**src/rtl/vx_lsu_block_arbiter.sv**
```systemverilog
// Round-robin arbiter sharing one dcache request/response channel between LSU block
// streams, with per-requester read credits. Optional perf counters: `LSU_ARB_PERF_EN.
module vx_lsu_block_arbiter #(
  parameter int NUM_INPUTS  = 2,
  parameter int ADDR_WIDTH  = 32,
  parameter int DATA_WIDTH  = 32,
  parameter int TAG_WIDTH   = 8,
  parameter int MAX_PENDING = 4,
  localparam int SEL_BITS      = (NUM_INPUTS > 1) ? $clog2(NUM_INPUTS) : 1,
  localparam int OUT_TAG_WIDTH = TAG_WIDTH + SEL_BITS,
  localparam int CNT_W         = $clog2(MAX_PENDING + 1),
  localparam int BE_W          = DATA_WIDTH / 8
) (
  input  logic                             clk,
  input  logic                             reset,
  input  logic [NUM_INPUTS-1:0]            in_req_valid,
  input  logic [NUM_INPUTS-1:0]            in_req_rw,
  input  logic [NUM_INPUTS*ADDR_WIDTH-1:0] in_req_addr,
  input  logic [NUM_INPUTS*BE_W-1:0]       in_req_byteen,
  input  logic [NUM_INPUTS*DATA_WIDTH-1:0] in_req_data,
  input  logic [NUM_INPUTS*TAG_WIDTH-1:0]  in_req_tag,
  output logic [NUM_INPUTS-1:0]            in_req_ready,
  output logic [NUM_INPUTS-1:0]            in_rsp_valid,
  output logic [NUM_INPUTS*DATA_WIDTH-1:0] in_rsp_data,
  output logic [NUM_INPUTS*TAG_WIDTH-1:0]  in_rsp_tag,
  input  logic [NUM_INPUTS-1:0]            in_rsp_ready,
  output logic                             out_req_valid,
  output logic                             out_req_rw,
  output logic [ADDR_WIDTH-1:0]            out_req_addr,
  output logic [BE_W-1:0]                  out_req_byteen,
  output logic [DATA_WIDTH-1:0]            out_req_data,
  output logic [OUT_TAG_WIDTH-1:0]         out_req_tag,
  input  logic                             out_req_ready,
  input  logic                             out_rsp_valid,
  input  logic [DATA_WIDTH-1:0]            out_rsp_data,
  input  logic [OUT_TAG_WIDTH-1:0]         out_rsp_tag,
  output logic                             out_rsp_ready
`ifdef LSU_ARB_PERF_EN
  ,
  output logic [43:0]                      perf_conflict_cycles,
  output logic [43:0]                      perf_credit_stalls
`endif
);

  logic [CNT_W-1:0]         pend [NUM_INPUTS];
  logic [SEL_BITS-1:0]      rr_ptr;
  logic [SEL_BITS-1:0]      next_ptr;
  logic [SEL_BITS-1:0]      rsp_sel;
  logic [NUM_INPUTS-1:0]    eligible;
  logic [NUM_INPUTS-1:0]    credit_blocked;
  logic [NUM_INPUTS-1:0]    grant;
  logic                     found;
  logic                     stage_free;
  logic                     accept;
  logic                     nxt_rw;
  logic [ADDR_WIDTH-1:0]    nxt_addr;
  logic [BE_W-1:0]          nxt_byteen;
  logic [DATA_WIDTH-1:0]    nxt_data;
  logic [OUT_TAG_WIDTH-1:0] nxt_tag;

  assign stage_free = !out_req_valid || out_req_ready;

  always_comb begin
    for (int i = 0; i < NUM_INPUTS; i++) begin
      credit_blocked[i] = !in_req_rw[i] && (pend[i] >= CNT_W'(MAX_PENDING));
      eligible[i]       = in_req_valid[i] && !credit_blocked[i];
    end
  end

  // Scan outward from rr_ptr; the first eligible input in rotated order wins.
  always_comb begin
    // NOTE: every output of a combinational block gets a default first so no path leaves it unassigned (no latch).
    grant    = '0;
    found    = 1'b0;
    next_ptr = rr_ptr;
    for (int k = 0; k < NUM_INPUTS; k++) begin
      for (int i = 0; i < NUM_INPUTS; i++) begin
        if (!found && eligible[i] && (((int'(rr_ptr) + k) % NUM_INPUTS) == i)) begin
          found    = 1'b1;
          grant[i] = 1'b1;
          next_ptr = SEL_BITS'((i + 1) % NUM_INPUTS);
        end
      end
    end
  end

  assign accept       = stage_free && found;
  assign in_req_ready = stage_free ? grant : '0;

  always_comb begin
    nxt_rw     = 1'b0;
    nxt_addr   = '0;
    nxt_byteen = '0;
    nxt_data   = '0;
    nxt_tag    = '0;
    for (int i = 0; i < NUM_INPUTS; i++) begin
      if (grant[i]) begin
        nxt_rw     = in_req_rw[i];
        nxt_addr   = in_req_addr[i*ADDR_WIDTH +: ADDR_WIDTH];
        nxt_byteen = in_req_byteen[i*BE_W +: BE_W];
        nxt_data   = in_req_data[i*DATA_WIDTH +: DATA_WIDTH];
        nxt_tag    = {in_req_tag[i*TAG_WIDTH +: TAG_WIDTH], SEL_BITS'(i)};
      end
    end
  end

  // NOTE: the staged payload is reset as well as the valid bit, so a cleared stage always reads back as zeros.
  always_ff @(posedge clk or posedge reset) begin
    if (reset) begin
      out_req_valid  <= 1'b0;
      out_req_rw     <= 1'b0;
      out_req_addr   <= '0;
      out_req_byteen <= '0;
      out_req_data   <= '0;
      out_req_tag    <= '0;
      rr_ptr         <= '0;
    end else if (accept) begin
      // NOTE: sequential state is updated with non-blocking assignments so every register samples pre-edge values.
      out_req_valid  <= 1'b1;
      out_req_rw     <= nxt_rw;
      out_req_addr   <= nxt_addr;
      out_req_byteen <= nxt_byteen;
      out_req_data   <= nxt_data;
      out_req_tag    <= nxt_tag;
      rr_ptr         <= next_ptr;
    end else if (out_req_ready) begin
      out_req_valid  <= 1'b0;
    end
  end

  // Responses steer by the select bits; an out-of-range select is accepted and dropped.
  assign rsp_sel     = out_rsp_tag[SEL_BITS-1:0];
  assign in_rsp_data = {NUM_INPUTS{out_rsp_data}};
  assign in_rsp_tag  = {NUM_INPUTS{out_rsp_tag[OUT_TAG_WIDTH-1:SEL_BITS]}};

  always_comb begin
    in_rsp_valid  = '0;
    out_rsp_ready = 1'b1;
    for (int i = 0; i < NUM_INPUTS; i++) begin
      if (rsp_sel == SEL_BITS'(i)) begin
        in_rsp_valid[i] = out_rsp_valid;
        out_rsp_ready   = in_rsp_ready[i];
      end
    end
  end

  always_ff @(posedge clk or posedge reset) begin
    if (reset) begin
      for (int i = 0; i < NUM_INPUTS; i++) pend[i] <= '0;
    end else begin
      for (int i = 0; i < NUM_INPUTS; i++) begin
        if (in_req_ready[i] && !in_req_rw[i] && !(in_rsp_valid[i] && in_rsp_ready[i])) begin
          pend[i] <= pend[i] + CNT_W'(1);
        end else if (!(in_req_ready[i] && !in_req_rw[i]) && in_rsp_valid[i] && in_rsp_ready[i]
                     && (pend[i] != '0)) begin
          pend[i] <= pend[i] - CNT_W'(1);
        end
      end
    end
  end

`ifdef LSU_ARB_PERF_EN
  always_ff @(posedge clk or posedge reset) begin
    if (reset) begin
      perf_conflict_cycles <= '0;
      perf_credit_stalls   <= '0;
    end else begin
      if (stage_free && ($countones(eligible) >= 2) && (perf_conflict_cycles != '1)) begin
        perf_conflict_cycles <= perf_conflict_cycles + 44'd1;
      end
      if (|(in_req_valid & credit_blocked) && (perf_credit_stalls != '1)) begin
        perf_credit_stalls <= perf_credit_stalls + 44'd1;
      end
    end
  end
`endif

endmodule

```
**config.mk**
```make
export PLATFORM = sky130hd
export DESIGN_NAME = vx_lsu_block_arbiter
export DESIGN_NICKNAME = d
export VERILOG_FILES = /design/src/rtl/vx_lsu_block_arbiter.sv
export SDC_FILE = /design/constraint.sdc
export NUM_CORES = 1
export LEC_CHECK = 0
export CAP_MARGIN = 0
export CORE_AREA = 2 2 142 144
export CTS_BUF_LIST = sky130_fd_sc_hd__clkbuf_2
export DETAILED_ROUTE_END_ITERATION = 10
export DIE_AREA = 0 0 144 146
export PLACE_DENSITY_LB_ADDON = 0.15
export SKIP_LAST_GASP = 1
export SYNTH_ARGS = -nofsm -noshare
export SYNTH_HDL_FRONTEND = slang
export SYNTH_SLANG_ARGS = --single-unit
```
**constraint.sdc**
```tcl
create_clock -name clk -period 2.4 [get_ports clk]
set_input_delay 0.24 -clock clk [delete_from_list [all_inputs] [get_ports clk]]
set_output_delay 0.24 -clock clk [all_outputs]
set_load 0.01 [all_outputs]
```
==> results of run 1 <==
-- flip-flops by register name (all words and copies together), names as in the netlist --
signal	cells
rr_ptr	1
out_req_addr	32
out_req_data	32
out_req_tag	9
out_req_byteen	4
pend	6
out_req_valid	1
out_req_rw	1
-- critical path, delay by kind of cell (launching register included) --
kind / cells / cell delay (ns)
AND/OR/NAND/NOR: 3 / 0.87
AO/OA/AOI/OAI: 2 / 0.50
flip-flops: 1 / 0.43
adder cells (fa/ha/maj): 1 / 0.36
buffers and inverters: 1 / 0.13
-- layout make-up --
type	instances	area, um2
tap	265	332
multi-input combinational	289	1910
clock inverter	6	71.3
fill	1964	12100
timing repair buffer	277	2720
sequential	86	2150
clock buffer	10	50.0
antenna	1	2.50
inverter	2	11.3
-- repair_timing --
item / CTS / global route
endpoints found under the hold margin: 13 / 0
gates resized for setup: 11 / 3
pin swaps: 0 / 1
setup endpoints to repair: 2 / 3
hold buffers: 1 / 0
setup buffers: 2 / 0
-- cells in the final DEF, fill, tap and decap left out, types with 2 or more instances in the layout --
master,netlist,routed
nand2_1,6,6
buf_4,90,28
mux2_2,2,2
buf_12,0,2
o21ai_1,30,30
clkbuf_2,6,11
dfrtp_1,86,85
a221o_1,9,9
nor2b_4,1,3
nor4_1,2,2
a21oi_1,6,6
clkinvlp_4,0,2
a211oi_1,3,3
clkinv_4,0,2
a22oi_1,67,67
nor2_1,8,7
clkdlybuf4s50_1,0,244
o211ai_1,2,2
o21ai_0,110,110
o221ai_1,2,2
or2_2,1,2
nand3_1,4,4
nor4b_1,9,9
-- cell usage after synthesis (2+ instances only) --
library cell / number
a221o_1: 9
o211a_1: 2
nor2_1: 8
buf_2: 12
nand2_1: 6
a211oi_1: 3
nor4b_1: 9
mux2_2: 2
o221ai_1: 2
nor4_1: 2
fa_1: 2
buf_6: 2
buf_4: 90
clkbuf_1: 13
o21ai_1: 30
clkbuf_2: 6
o21ai_0: 110
nor2b_1: 2
o211ai_1: 2
inv_1: 2
dfrtp_1: 86
a22oi_1: 67
nand3_1: 4
a21oi_1: 6
-- layer usage --
metal / GRT usage / vias up / share of wire
li1: - / 2100 / -
met1: 0.189 / 2122 / 0.42
met2: 0.254 / 235 / 0.48
met3: 0.0546 / 21 / 0.098
met4: 0.0358 / 0 / 0.0086
met5: 0 / - / 0
-- path summary, 6_finish.rpt --
| kind | cells past startpoint | from | endpoint |
|---|---|---|---|
| max | 7 | pend[2]$_DFFE_PP0P_ | pend[2]$_DFFE_PP0P_ |
| min | 2 | in_req_addr[58] | out_req_addr[26]$_DFFE_PP0P_ |
| max reg2reg | 7 | pend[2]$_DFFE_PP0P_ | pend[2]$_DFFE_PP0P_ |
| min reg2reg | 1 | out_req_tag[0]$_DFFE_PP0P_ | out_req_tag[0]$_DFFE_PP0P_ |
| max in group asynchronous | 4 | reset | out_req_data[28]$_DFFE_PP0P_ |
| min in group asynchronous | 3 | reset | out_req_data[15]$_DFFE_PP0P_ |
-- power by group through the flow --
stage / registers (W) / logic (W) / clock network [W]
after floorplan: 0.00261 / 0.00139 / 0
after global placement: 0.00237 / 0.00330 / 0
after detailed placement: 0.00239 / 0.00333 / 0
after CTS: 0.00236 / 0.00338 / 0.000870
after global routing: 0.00245 / 0.00364 / 0.000934
final: 0.00236 / 0.00334 / 0.000814
-- per-stage QoR --
stage                     worst slack [ns]  utilization  TNS, ns  total power (W)  hold WS [ns]
final                               0.0565        0.375        0          0.00651         0.257
after global routing               -0.0815        0.375  -0.0815          0.00702         0.135
after CTS                          -0.0146        0.374  -0.0146          0.00661         0.165
after detailed placement            -0.145        0.366   -0.145          0.00573         0.466
after global placement              -0.101        0.366   -0.101          0.00567         0.459
after floorplan                     0.0241            -        0          0.00400         0.387
-- cells by family after synthesis --
logic type / Yosys count / share of synthesized area
buffers and inverters: 125 / 0.173
flip-flops: 86 / 0.441
multiplexers: 2 / 0.00462
AND/OR/NAND/NOR: 46 / 0.0611
AO/OA/AOI/OAI: 238 / 0.310
XOR/XNOR: 1 / 0.00180
adder cells (fa/ha/maj): 2 / 0.00821
==> run summary, run 1 <==
global-route wire length before repair: 25.1 mm
GRT Total Usage: 0.153
core area: 0.0193 mm2
post-synth cell types: 47
Final Max Tran Viols: 0
Layout Area Growth over Synthesis: 48.7%
CP Class: register to register
Max VDD drop: 0.000285 V
IO Pins: 367
R2R setup slack: 0.06 ns
fin area: 0.00725 mm2
Nets: 870
Post-synth EDFFs: 0
Logic pwr share: 0.513
Max stage delay on crit path: 0.50 ns
register area share after synthesis: 0.441
final wirelength: 16.7 mm
Initial DRC Count: 242
worst-path cell chain: buf_4 -> or2_4 -> a2111oi_4 -> nand2_1 -> fa_2 -> or4_1 -> o211ai_1
vias in the first global route: 4466
Avg Inst Size Synth: 9.75 um2
Slew headroom: 0.624
Int Pwr: 0.00405 W
Peak Freq: 427 MHz
Sw Share: 0.378
CTS tree: yes
dpl hpwl: 12.3 mm
register bit count reported by yosys: 86
Routed Antenna Nets: 0
crit end category: register
Ys Warns: 0
required time worst endpoint: 2.92 ns
outcome: finished, final reports clean
GR Overflow Total: 0
routability cong.: 0.757
dominant cell type by area after synthesis: dfrtp_1
Placed Cells: 916
largest net degree at the start of global routing: 54
Synth Cell Area: 0.00487 mm2
Post-Synthesis Cells: 500
clock sinks: 86
Seq pwr share: 0.362
share of post-route cells with drive strength above 1: 0.100
pwr/cell area: 898 mW/mm2
Pre-Repair DR Iteration Count: 4
clock latency on the worst-skew pair: 0.60 ns
placed cell area: 0.00708 mm2
# Max-Cap Violations: 0
input/output buffers: 246
initial antenna violation count: 1
peak fanout along the critical path: 3
top-area cell type share of the netlist area: 0.441
min Tclk post-route: 2.34 ns
Pleak: 2.77 nW
dominant cells by area after synthesis: dfrtp_1 (44%), buf_4 (14%), o21ai_0 (11%), a22oi_1 (10%), o21ai_1 (3.1%)
non-filler instance count after layout: 936
Worst-path clk slew: 0.25 ns
Max Root-Sink Buffers: 2
Die Ht: 146 um
die width: 144 um
CTS Buf Count: 9
H-tree Lvls: 3
Final setup viols: 0
ys async rst share: 1.00
clk root buf: clkbuf_2
P_sw: 0.00246 W
unrepaired setup endpoints after global routing: true
count of final hold-check violations: 0
drt wl/cell: 17.8 um
Fin Clk Skew: 0.0280 ns
critical-path cell with the highest stage delay: or4_1
class of the worst hold path: input pin to register
Initial Util: 0.252
vias per std cell: 4.78
CP Data Arrival Time: 2.86 ns
syn nets: 705
critical path launch point type: register
Die Area: 0.0210 mm2
drc violations: 0
measured slew at the worst slew-check pin: 0.564 ns
vias after detailed routing: 4478
Clk network pwr share: 0.125
Most used DFF post-synth: dfrtp_1
Final Cycle Share: 0.976
Site Rows: 51
Note: power is estimated with default switching activity, not from simulation.
==> inputs of run 2 (changes only) <==
--- a/config.mk
+++ b/config.mk
@@ -5,6 +5,7 @@
 export SDC_FILE = /design/constraint.sdc
 export NUM_CORES = 1
 export LEC_CHECK = 0
+export ABC_CLOCK_PERIOD_IN_PS = 2400
 export CAP_MARGIN = 0
 export CORE_AREA = 2 2 142 144
 export CTS_BUF_LIST = sky130_fd_sc_hd__clkbuf_2
==> results of run 2 <==
Final layout, timing and power as in run 1 (identical DEF).
